===== src/rtl/mvm_sequencer.sv =====
// Sequencer for the matrix-vector multiply datapath: loads ROWS rows plus the vector into a
// line buffer, unpacks bytes into the per-row FIFOs, fires the MAC array, drains it and flags done.
module mvm_sequencer #(
  parameter int ROWS    = 8,
  parameter int COLS    = 8,
  parameter int DATA_W  = 64,
  parameter int ADDR_W  = 4,
  parameter int MAC_LAT = 2
) (
  input  logic              clk,
  input  logic              rst_n,
  input  logic              start,
  output logic [ADDR_W-1:0] mem_address,
  output logic              mem_read,
  input  logic              mem_waitrequest,
  input  logic [DATA_W-1:0] mem_readdata,
  input  logic              mem_readdatavalid,
  output logic [ROWS:0]     fifo_wren,
  output logic [7:0]        fifo_wdata,
  input  logic [ROWS:0]     fifo_full,
  output logic              mac_clr,
  output logic              mac_en,
  output logic              busy,
  output logic              done
);

  localparam int BR_W  = $clog2(ROWS + 1);
  localparam int BI_W  = (COLS > 1) ? $clog2(COLS) : 1;
  localparam int CNT_W = $clog2(COLS + MAC_LAT + 1);

  typedef enum logic [2:0] {
    S_IDLE      = 3'b000,
    S_FILL_BUF  = 3'b001,
    S_FILL_FIFO = 3'b010,
    S_CALC      = 3'b011,
    S_WAIT      = 3'b100,
    S_DONE      = 3'b110
  } state_t;

  state_t              state, state_n;
  logic [ADDR_W-1:0]   rd_addr;
  logic                outstanding;
  logic [BR_W-1:0]     buf_rd_addr;
  logic [BI_W-1:0]     byte_idx;
  logic [CNT_W-1:0]    cnt;
  logic [DATA_W-1:0]   line_buf [ROWS+1];
  logic [DATA_W-1:0]   cur_word;
  logic [ROWS:0]       row_onehot;
  logic                accept, capture, push_ok;
  logic                last_word, last_byte, last_row, last_calc, last_wait;

  // One read in flight at a time: a valid only counts while a read is outstanding.
  assign accept    = (state == S_FILL_BUF) && !outstanding && !mem_waitrequest;
  assign capture   = (state == S_FILL_BUF) && outstanding && mem_readdatavalid;
  assign push_ok   = (state == S_FILL_FIFO) && !fifo_full[buf_rd_addr];
  assign last_word = (rd_addr == ADDR_W'(ROWS));
  assign last_byte = (byte_idx == BI_W'(COLS - 1));
  assign last_row  = (buf_rd_addr == BR_W'(ROWS));
  assign last_calc = (cnt == CNT_W'(COLS - 1));
  assign last_wait = (cnt == CNT_W'(MAC_LAT - 1));
  assign cur_word  = line_buf[buf_rd_addr];
  assign row_onehot = {{ROWS{1'b0}}, 1'b1} << buf_rd_addr;

  always_ff @(posedge clk or negedge rst_n) begin
    if (!rst_n) state <= S_IDLE;
    else        state <= state_n;
  end

  always_comb begin
    state_n     = state;
    mem_read    = 1'b0;
    mem_address = '0;
    fifo_wren   = '0;
    fifo_wdata  = '0;
    mac_en      = 1'b0;
    busy        = 1'b1;
    done        = 1'b0;
    case (state)
      S_IDLE: begin
        busy = 1'b0;
        if (start) state_n = S_FILL_BUF;
      end
      S_FILL_BUF: begin
        mem_read    = !outstanding;
        mem_address = rd_addr;
        if (capture && last_word) state_n = S_FILL_FIFO;
      end
      S_FILL_FIFO: begin
        fifo_wdata = cur_word[DATA_W-1-8*int'(byte_idx) -: 8];
        fifo_wren  = row_onehot & ~fifo_full;
        if (push_ok && last_byte && last_row) state_n = S_CALC;
      end
      S_CALC: begin
        mac_en = 1'b1;
        if (last_calc) state_n = S_WAIT;
      end
      S_WAIT: begin
        if (last_wait) state_n = S_DONE;
      end
      S_DONE: begin
        done    = 1'b1;
        state_n = S_IDLE;
      end
      default: state_n = S_IDLE;
    endcase
  end

  always_ff @(posedge clk or negedge rst_n) begin
    if (!rst_n) begin
      rd_addr     <= '0;
      outstanding <= 1'b0;
      buf_rd_addr <= '0;
      byte_idx    <= '0;
      cnt         <= '0;
      mac_clr     <= 1'b0;
    end else begin
      mac_clr <= 1'b0;
      case (state)
        S_IDLE: begin
          if (start) begin
            rd_addr     <= '0;
            outstanding <= 1'b0;
            buf_rd_addr <= '0;
            byte_idx    <= '0;
            cnt         <= '0;
            mac_clr     <= 1'b1;
          end
        end
        S_FILL_BUF: begin
          if (accept) begin
            outstanding <= 1'b1;
          end else if (capture) begin
            outstanding <= 1'b0;
            rd_addr     <= rd_addr + 1'b1;
          end
        end
        S_FILL_FIFO: begin
          if (push_ok) begin
            if (last_byte) begin
              byte_idx    <= '0;
              buf_rd_addr <= buf_rd_addr + 1'b1;
            end else begin
              byte_idx <= byte_idx + 1'b1;
            end
          end
        end
        S_CALC:  cnt <= last_calc ? '0 : cnt + 1'b1;
        S_WAIT:  cnt <= cnt + 1'b1;
        default: cnt <= '0;
      endcase
    end
  end

  always_ff @(posedge clk) begin
    if (capture) line_buf[BR_W'(rd_addr)] <= mem_readdata;
  end

endmodule


===== config.mk =====
export PLATFORM = sky130hd
export DESIGN_NAME = mvm_sequencer
export DESIGN_NICKNAME = d
export VERILOG_FILES = /design/src/rtl/mvm_sequencer.sv
export SDC_FILE = /design/constraint.sdc
export NUM_CORES = 1
export LEC_CHECK = 0
export CAP_MARGIN = 25
export CORE_ASPECT_RATIO = 0.6
export CORE_MARGIN = 2
export CORE_UTILIZATION = 50
export CTS_BUF_LIST = sky130_fd_sc_hd__clkbuf_8
export DETAILED_ROUTE_END_ITERATION = 10
export PLACE_DENSITY = 0.68
export REMOVE_ABC_BUFFERS = 1
export SKIP_CTS_REPAIR_TIMING = 1
export SYNTH_ARGS = -nofsm -noshare
export SYNTH_HDL_FRONTEND = slang
export SYNTH_SLANG_ARGS = --single-unit

===== constraint.sdc =====
create_clock -name clk -period 9 [get_ports clk]
set_input_delay 0.9 -clock clk [delete_from_list [all_inputs] [get_ports clk]]
set_output_delay 0.9 -clock clk [all_outputs]
set_load 0.1 [all_outputs]

==> results.cfg, run 1 <==
[route]
drt-pass1-iter-count = 5
wl_microns = 55900
viasPerCell = 6.05
vias = 13000
drc_errors = 0
drt_iter0_drc = 1525
antenna_left = 0
wl_per_cell_microns = 26.1

[critical_path]
cp_max_fo = 140
cp.required_ps = 8100
r2r_start = state[1]$_DFFE_PN0P_
slowest_delay_ps = 1250
critPathCaptureType = primary output
path_delay_family = buffers and inverters
crit_slowest_cell = clkdlybuf4s50_1
critPathKind = flop to primary output
startpoint = buf_rd_addr[1]$_DFFE_PN0P_
crit_buf_inv = 3
critPathArrivalTime_ps = 5310
critPathLaunchType = flop
path_cells = buf_16 > buf_12 > mux4_2 > nor2_1 > a2111oi_0 > o22ai_1 > nor4_1 > clkdlybuf4s50_1

[grt]
track_usage = 0.229
top_usage_layer = met1
use_met3 = 0.0405
grt_pass1_wl_microns = 84100
grt.met2_usage = 0.336
antenna_found_initial = 2
overflow = 0
met1_usage = 0.354
grt_pass1_vias = 13000
grt_max_degree = 141

[cts]
clk_pin_slew_ps = 60
clockBufferDepth = 3
cts.sink_count = 596
clockRootBuffer = clkbuf_8
cts_tree = built
worst_skew_pair.late_latency_ps = 640
cts_made_buffers = 84
cts-htree-levels = 3

[synthesis]
synth_top_family_by_area = multiplexers
ys_ff_latch = 596
ys_types = 63
async_flop_share = 0.0336
synth-simple-area-share = 0.0442
synth_top_area_share = 0.725
synthMuxAreaShare = 0.125
synth.avg_cell_area_sq_um = 18.2
synth_edf_count = 576
synth_top_area_cell = edfxtp_1
synthCells = 1308
yosysWarningCount = 0
synth_compound_area_frac = 0.0560
synth_commonest_cells = edfxtp_1, mux2i_1, mux4_2
synthAdderAreaFrac = 0.00734
ys_top_cells_by_area = edfxtp_1, mux4_2, mux2i_1, dfrtp_1, a22oi_1
synth_xor_area_frac = 0.00147
yosysMostFrequentCell = edfxtp_1
synth_area_sq_um = 23900
ys_seq_area_frac = 0.746
synth-main-ff-cell = edfxtp_1

[sta]
fin_crit_ps = 6210
post-route-period-util = 0.690
slew_headroom = 0.280
rsz0062_at_grt = false
drv_slew = 0
setup_viol = 0
hold_viol = 0
tightestPinTransition_ps = 1080
fmax_ghz = 0.161
worst_slack_ps = 2790
worst_clock_skew_ps = 21.4

[worst_hold_path]
worstHoldPathType = input pin to async pin

[layout]
fin_area_sq_um = 27100
drive_gt1_frac = 0.154
layout.cells.non_filler = 2141
nNetsFinal = 1539
area_growth_pct = 13.3

[placement]
gp_congestion = 0.794
place_ws_ps = 3220
hpwl_microns = 30600
placed_area_sq_um = 25500
placedCellCount = 1988
numPortBuffers = 103

[floorplanning]
die_h_microns = 173
fp.dieW_microns = 286
start_util = 0.511
fp-row-count = 61
coreArea_sq_um = 46700
die-area_sq_um = 49600
num_io_pins = 104

[power]
powerDensity_nw_per_um2 = 243
vdd_ir_drop_max_mv = 0.227
p_leak_nw = 8.49

[status]
outcome = finished clean

[job]
drv_cap = 0
==> per-stage QoR <==
step / hold WS [ps] / TNS (ps) / power [mW] / utilization
after floorplan: 496 / -17380 / 4.18 / -
after global placement: 534 / 0 / 4.68 / 0.546
after detailed placement: 547 / 0 / 4.70 / 0.546
after CTS: 559 / 0 / 6.61 / 0.577
after global routing: 420 / 0 / 6.82 / 0.579
final: 459 / 0 / 6.57 / 0.579
==> worst paths after layout <==
check                                                  end  slack [ps]  cells past startpoint
worst max-delay path                         fifo_wdata[0]        2790                      8
worst min-delay path                  state[2]$_DFFE_PN0P_         460                      1
worst max register to register   line_buf[7][22]$_DFFE_PP_        5430                      5
worst min register to register          cnt[0]$_DFFE_PN0P_         550                      1
max in group asynchronous       buf_rd_addr[3]$_DFFE_PN0P_        8170                      2
min in group clk                        cnt[0]$_DFFE_PN0P_         550                      1
==> cell type report <==
| cell class | instances | area [sq um] |
|---|---|---|
| Fill cell | 3511 | 19700 |
| Sequential cell | 596 | 17800 |
| Multi-Input combinational cell | 617 | 5620 |
| Timing Repair Buffer | 125 | 1270 |
| Clock buffer | 85 | 1170 |
| Tap cell | 630 | 788 |
| Clock inverter | 64 | 312 |
| Inverter | 23 | 86.3 |
| Antenna cell | 1 | 2.50 |
==> cell usage in the layout, fill, tap and decap left out, types with 20 or more instances in the layout <==
master and instances:
a211oi_1 24, a22oi_1 48, and3_1 20, clkbuf_8 85, clkdlybuf4s50_1 103, clkinv_1 27
edfxtp_1 576, inv_1 42, mux2i_1 116, mux4_2 67, nand2_1 39, nor2_1 50
o22ai_1 20
==> flip-flops by register name, indices dropped and copies added, names as in the netlist <==
register     cells
line_buf       576
buf_rd_addr      4
cnt              4
rd_addr          4
byte_idx         3
state            3
mac_clr          1
outstanding      1
==> worst reg2reg max path: stages (launching register included) <==
cell	delay, ps
dfrtp_1	580
or3b_1	570
or2_1	310
nor3b_1	460
and2_4	400
buf_4	800
==> per-layer routing <==
metal  share of wire  routed length [microns]  vias up
met3           0.085                     4740       72
li1                -                        -     5594
met4           0.014                      807        0
met2            0.46                    25700      584
met1            0.44                    24800     6711
met5               0                        0        -
==> logic make-up after synthesis <==
group / after synthesis
AO/OA/AOI/OAI: 184
XOR/XNOR: 4
adder cells (fa/ha/maj): 14
buffers and inverters: 95
flip-flops: 596
multiplexers: 210
AND/OR/NAND/NOR: 205
==> power breakdown <==
| part | leakage, nW | internal (mW) | switching [mW] | total (mW) |
|---|---|---|---|---|
| Combinational | 2.21 | 0.451 | 1.02 | 1.47 |
| Sequential | 5.43 | 3.10 | 0.0650 | 3.17 |
| Clock | 0.845 | 0.915 | 1.01 | 1.93 |
| Total | 8.49 | 4.47 | 2.10 | 6.57 |
Note: power is estimated with default switching activity, not from simulation.
==> run 2: changes to the inputs <==
PLACE_DENSITY = 0.7   (was 0.68)
clock period = 5.55 ns   (was 9 ns; I/O delays follow)
==> run 2 against run 1 <==
Effect of this change: largest cell class unchanged; design area increased by 0.20%; sequential power increased by 64%; count of clock-buffer cells in the layout down 2; critical endpoint is now fifo_wdata[3]; highest routed layer unchanged; utilization increased by 0.12 points; clock power grew 64%.
==> results.cfg, run 2 (synthesis results as in run 1) <==
[layout]
final_common_cell = edfxtp_1
drive_gt1_frac = 0.165
final_cell_mix = edfxtp_1, mux2i_1, clkdlybuf4s50_1
largest_reg_flops = 576
area_growth_pct = 13.6
max_flop_register = line_buf
fin_area_sq_um = 27100
post-route-util = 0.580
nNetsFinal = 1550
antenna_cells = 0

[grt]
antenna_found_initial = 0
overflow = 0
grt_pass1_wl_microns = 83400
grt_max_degree = 63
track_usage = 0.227
grt_pass1_vias = 13000

[sta]
worst_clock_skew_ps = 16.4
tightestPinTransition_ps = 1050
slew_headroom = 0.299
setup_viol = 0
rsz0062_at_grt = false
hold_viol = 0
drv_slew = 0
post-route-period-util = 0.885
fin_crit_ps = 4910
fmax_ghz = 0.204

[floorplanning]
fp-row-count = 61
fp.dieW_microns = 286
die_h_microns = 173
coreArea_sq_um = 46700
start_util = 0.511
die-area_sq_um = 49600
num_io_pins = 104

[worst_hold_path]
worstHoldPathType = input pin to async pin

[power]
powerDensity_nw_per_um2 = 395
total_power_mw = 10.7
p_leak_nw = 8.57
vdd_ir_drop_max_mv = 0.338

[critical_path]
critPathCaptureType = primary output
reg2regPathDepth = 5
critPathArrivalTime_ps = 4360
critPathLaunchType = flop
critPathKind = flop to primary output
cp.required_ps = 4990
cp_max_fo = 19

[cts]
cts_tree = built
clockRootBuffer = clkbuf_8
worst_skew_pair.late_latency_ps = 660
cts_made_buffers = 83
cts-htree-levels = 3
clk_pin_slew_ps = 70
clockBufferDepth = 3
cts.sink_count = 596

[route]
wl_per_cell_microns = 26.0
drt-pass1-iter-count = 5
antenna_left = 0
drc_errors = 0
wl_microns = 55700
viasPerCell = 5.97
drt_iter0_drc = 1484
vias = 12800

[job]
drv_cap = 0

[placement]
gp_congestion = 0.791
hpwl_microns = 32000
placed_area_sq_um = 25600
numPortBuffers = 103

[status]
outcome = finished clean
[run 2: changes by cell type in the layout (fill, tap and decap cells not counted)]
cell / delta
buf_4: +19
bufinv_16: +2
diode_2: -1
dlymetal6s2s_1: +1
clkbuf_8: -2
clkinv_2: -2
clkdlybuf4s50_1: -8
clkinvlp_4: +1
clkinv_1: -10
clkbuf_16: +1
buf_12: +1
buf_16: -2
[run 2: stage by stage]
stage	worst slack, ps	std cells	TNS, ps	hold WS [ps]
2_1_floorplan	-4950	1236	-234400	259
6_report	637	2141	0	250
5_1_grt	318	2141	0	225
4_1_cts	118	2139	0	423
3_3_place_gp	935	2000	0	527
3_5_place_dp	849	2001	0	541
[run 2: path summary, 6_finish.rpt]
check	start	end	slack, ps
setup / recovery	state[1]$_DFFE_PN0P_	fifo_wdata[3]	640
hold / removal	rst_n	state[2]$_DFFE_PN0P_	250
setup reg to reg	state[1]$_DFFE_PN0P_	line_buf[1][23]$_DFFE_PP_	1940
hold reg to reg	cnt[1]$_DFFE_PN0P_	cnt[1]$_DFFE_PN0P_	560
max in group asynchronous	rst_n	byte_idx[0]$_DFFE_PN0P_	5150
min in group clk	cnt[1]$_DFFE_PN0P_	cnt[1]$_DFFE_PN0P_	560
[run 2: layer usage]
metal  wire length (microns)  GRT usage  part of all wire  up-vias
li1                        -          -                 -     5607
met1                   24900      0.344              0.45     6510
met2                   25300      0.340              0.45      591
met3                    4710     0.0488             0.085       73
met4                     851     0.0532             0.015        0
met5                       0          0                 0        -
[run 2: power by group]
| group | internal [mW] | total [mW] | switching (mW) | leakage, nW |
|---|---|---|---|---|
| Combinational | 0.730 | 2.33 | 1.60 | 2.30 |
| Clock | 1.54 | 3.16 | 1.62 | 0.835 |
| Sequential | 5.03 | 5.21 | 0.180 | 5.43 |
| Total | 7.30 | 10.7 | 3.41 | 8.57 |
[run 2: layout make-up]
class                      instances  area [sq um]
clock inverter                    55           332
fill                            3512         19600
sequential                       596         17800
timing repair buffer             137          1330
multi-input combinational        617          5620
clock buffer                      83          1140
tap                              630           788
inverter                          23          86.3
[run 2: worst max-delay path, cell delays in order (launching register included)]
cell	delay [ps]
dfrtp_1	680
nor3b_2	540
nand2_1	460
a2111oi_0	700
a211oi_1	210
nor4_1	690
buf_4	410
==> run 3: changes to the inputs <==
--- a/config.mk
+++ b/config.mk
@@ -10,5 +10,4 @@
 export CORE_MARGIN = 2
 export CORE_UTILIZATION = 50
-export CTS_BUF_LIST = sky130_fd_sc_hd__clkbuf_8
 export DETAILED_ROUTE_END_ITERATION = 10
 export PLACE_DENSITY = 0.7
==> constraint.sdc (replaced) <==
create_clock -name clk -period 5.55 [get_ports clk]
set_input_delay 0.555 -clock clk [delete_from_list [all_inputs] [get_ports clk]]
set_output_delay 0.555 -clock clk [all_outputs]
set_load 0.005 [all_outputs]
==> run 3 against run 2 <==
Effect of this change: global-route usage fell by 0.30 points; via count fell by 0.12%; utilization rose by 0.32 points; count of clock-buffer cells in the layout fell by 15; final cell count fell by 1.9%; sequential share of layout area fell by 0.36 points; non-clock buffer count rose by 2; critical endpoint is now fifo_wdata[5]; sequential power barely moved; clock skew rose by 10 ps; routed wire length fell by 0.70%; design area rose by 0.55%.
==> results.cfg, run 3 (synthesis results as in run 1) <==
[route]
drt_iter0_drc = 1672
wl_per_cell_microns = 26.4
antenna_left = 0
drt-pass1-iter-count = 5
wl_microns = 55400
viasPerCell = 6.08
drc_errors = 0
vias = 12800

[power]
power.share.switching = 0.268
clockPowerShare = 0.334
comb_power_share = 0.173
vdd_ir_drop_max_mv = 0.228
switchingPower_mw = 2.82
p_leak_nw = 8.49
total_power_mw = 10.5
powerDensity_nw_per_um2 = 386
internal_power_mw = 7.69
p_seq_frac = 0.493

[sta]
setup_viol = 0
fin_crit_ps = 4780
hold_viol = 0
post-route-period-util = 0.861
fmax_ghz = 0.209
holdWs_ps = 180
tightestPinTransition_ps = 1010
rsz0062_at_grt = false
drv_slew = 0
slew_headroom = 0.323
worst_clock_skew_ps = 26.9

[critical_path]
crit_buf_inv = 3
slowest_delay_ps = 970
path_cells = buf_12 > buf_12 > mux4_2 > o22ai_1 > nor2_1 > a2111oi_0 > nor4_1 > clkdlybuf4s50_1
crit_top_cell = buf_12
cp_max_fo = 48
cp.required_ps = 4990
critPathCaptureType = primary output
crit_slowest_cell = dfrtp_4
critPathKind = flop to primary output
critPathArrivalTime_ps = 4220
critPathLaunchType = flop
path_delay_family = buffers and inverters

[layout]
nNetsFinal = 1521
multi_input_area_sq_um = 5610
n_fill_cell = 3497
antenna_cells = 0
max_flop_register = line_buf
drive_gt1_frac = 0.146
area_growth_pct = 14.2
fin_area_sq_um = 27300
layout.cells.non_filler = 2100
final_cell_mix = edfxtp_1, mux2i_1, clkdlybuf4s50_1
final_common_cell = edfxtp_1
regArea_sq_um = 17800
largest_reg_flops = 576

[grt]
antenna_found_initial = 0
overflow = 0
grt_max_degree = 57
grt_pass1_wl_microns = 82700
track_usage = 0.224
grt_pass1_vias = 12900

[floorplanning]
fp.dieW_microns = 286
die-area_sq_um = 49600
fp-row-count = 61
start_util = 0.511
num_io_pins = 104
coreArea_sq_um = 46700
die_h_microns = 173

[cts]
cts_tree = built
cts-htree-levels = 2
cts_made_buffers = 52
clk_pin_slew_ps = 60
worst_skew_pair.late_latency_ps = 600
cts.sink_count = 596
clockBufferDepth = 3
clockRootBuffer = clkbuf_16

[worst_hold_path]
worstHoldPathType = input pin to async pin

[placement]
gp_congestion = 0.807
hpwl_microns = 32700
placed_area_sq_um = 25600
placedCellCount = 2003
numPortBuffers = 103

[status]
outcome = finished clean

[job]
drv_cap = 0
==> run 3: cell count changes in the layout (fill, tap and decap cells not counted), moves of 3 or more <==
cell,delta
clkbuf_8,-83
clkdlybuf4s50_1,+8
clkinv_1,-6
inv_1,-23
clkbuf_16,+51
inv_8,-3
buf_4,-5
clkbuf_1,+16
==> run 3: area by class of cell <==
class	instances	share of cell area
Sequential cell	596	0.653
Multi-Input combinational cell	617	0.206
Clock buffer	68	0.0499
Timing Repair Buffer	139	0.0498
Tap cell	630	0.0289
Clock inverter	27	0.00909
Inverter	23	0.00317
==> run 3: through the flow <==
stage	setup slack (ps)	TNS (ps)	util
2_1_floorplan	-2420	-202910	-
3_3_place_gp	1320	0	0.548
3_5_place_dp	1320	0	0.548
4_1_cts	669	0	0.583
5_1_grt	510	0	0.584
6_report	774	0	0.584
==> run 3: power groups by stage <==
stage                     registers (mW)  logic (mW)  clock network [mW]
final                               5.18        1.82                3.51
after floorplan                     5.30       0.926                   0
after global routing                5.20        1.95                3.72
after CTS                           5.19        1.81                3.55
after global placement              5.27        1.77                   0
after detailed placement            5.28        1.79                   0
==> run 3: worst paths after layout <==
check	startpoint	to	slack, ps	depth (start not counted)
max in group asynchronous	rst_n	buf_rd_addr[0]$_DFFE_PN0P_	4980	2
worst min register to register	cnt[1]$_DFFE_PN0P_	cnt[1]$_DFFE_PN0P_	550	2
min in group clk	cnt[1]$_DFFE_PN0P_	cnt[1]$_DFFE_PN0P_	550	2
worst max-delay path	buf_rd_addr[1]$_DFFE_PN0P_	fifo_wdata[5]	770	8
worst min-delay path	rst_n	cnt[0]$_DFFE_PN0P_	180	1
worst max register to register	state[1]$_DFFE_PN0P_	line_buf[6][22]$_DFFE_PP_	2020	5
==> run 3: layer usage <==
metal | global-route usage | part of all wire
met1 | 0.345 | 0.45
met5 | 0 | 0
met4 | 0.0476 | 0.017
met3 | 0.0378 | 0.081
met2 | 0.340 | 0.45
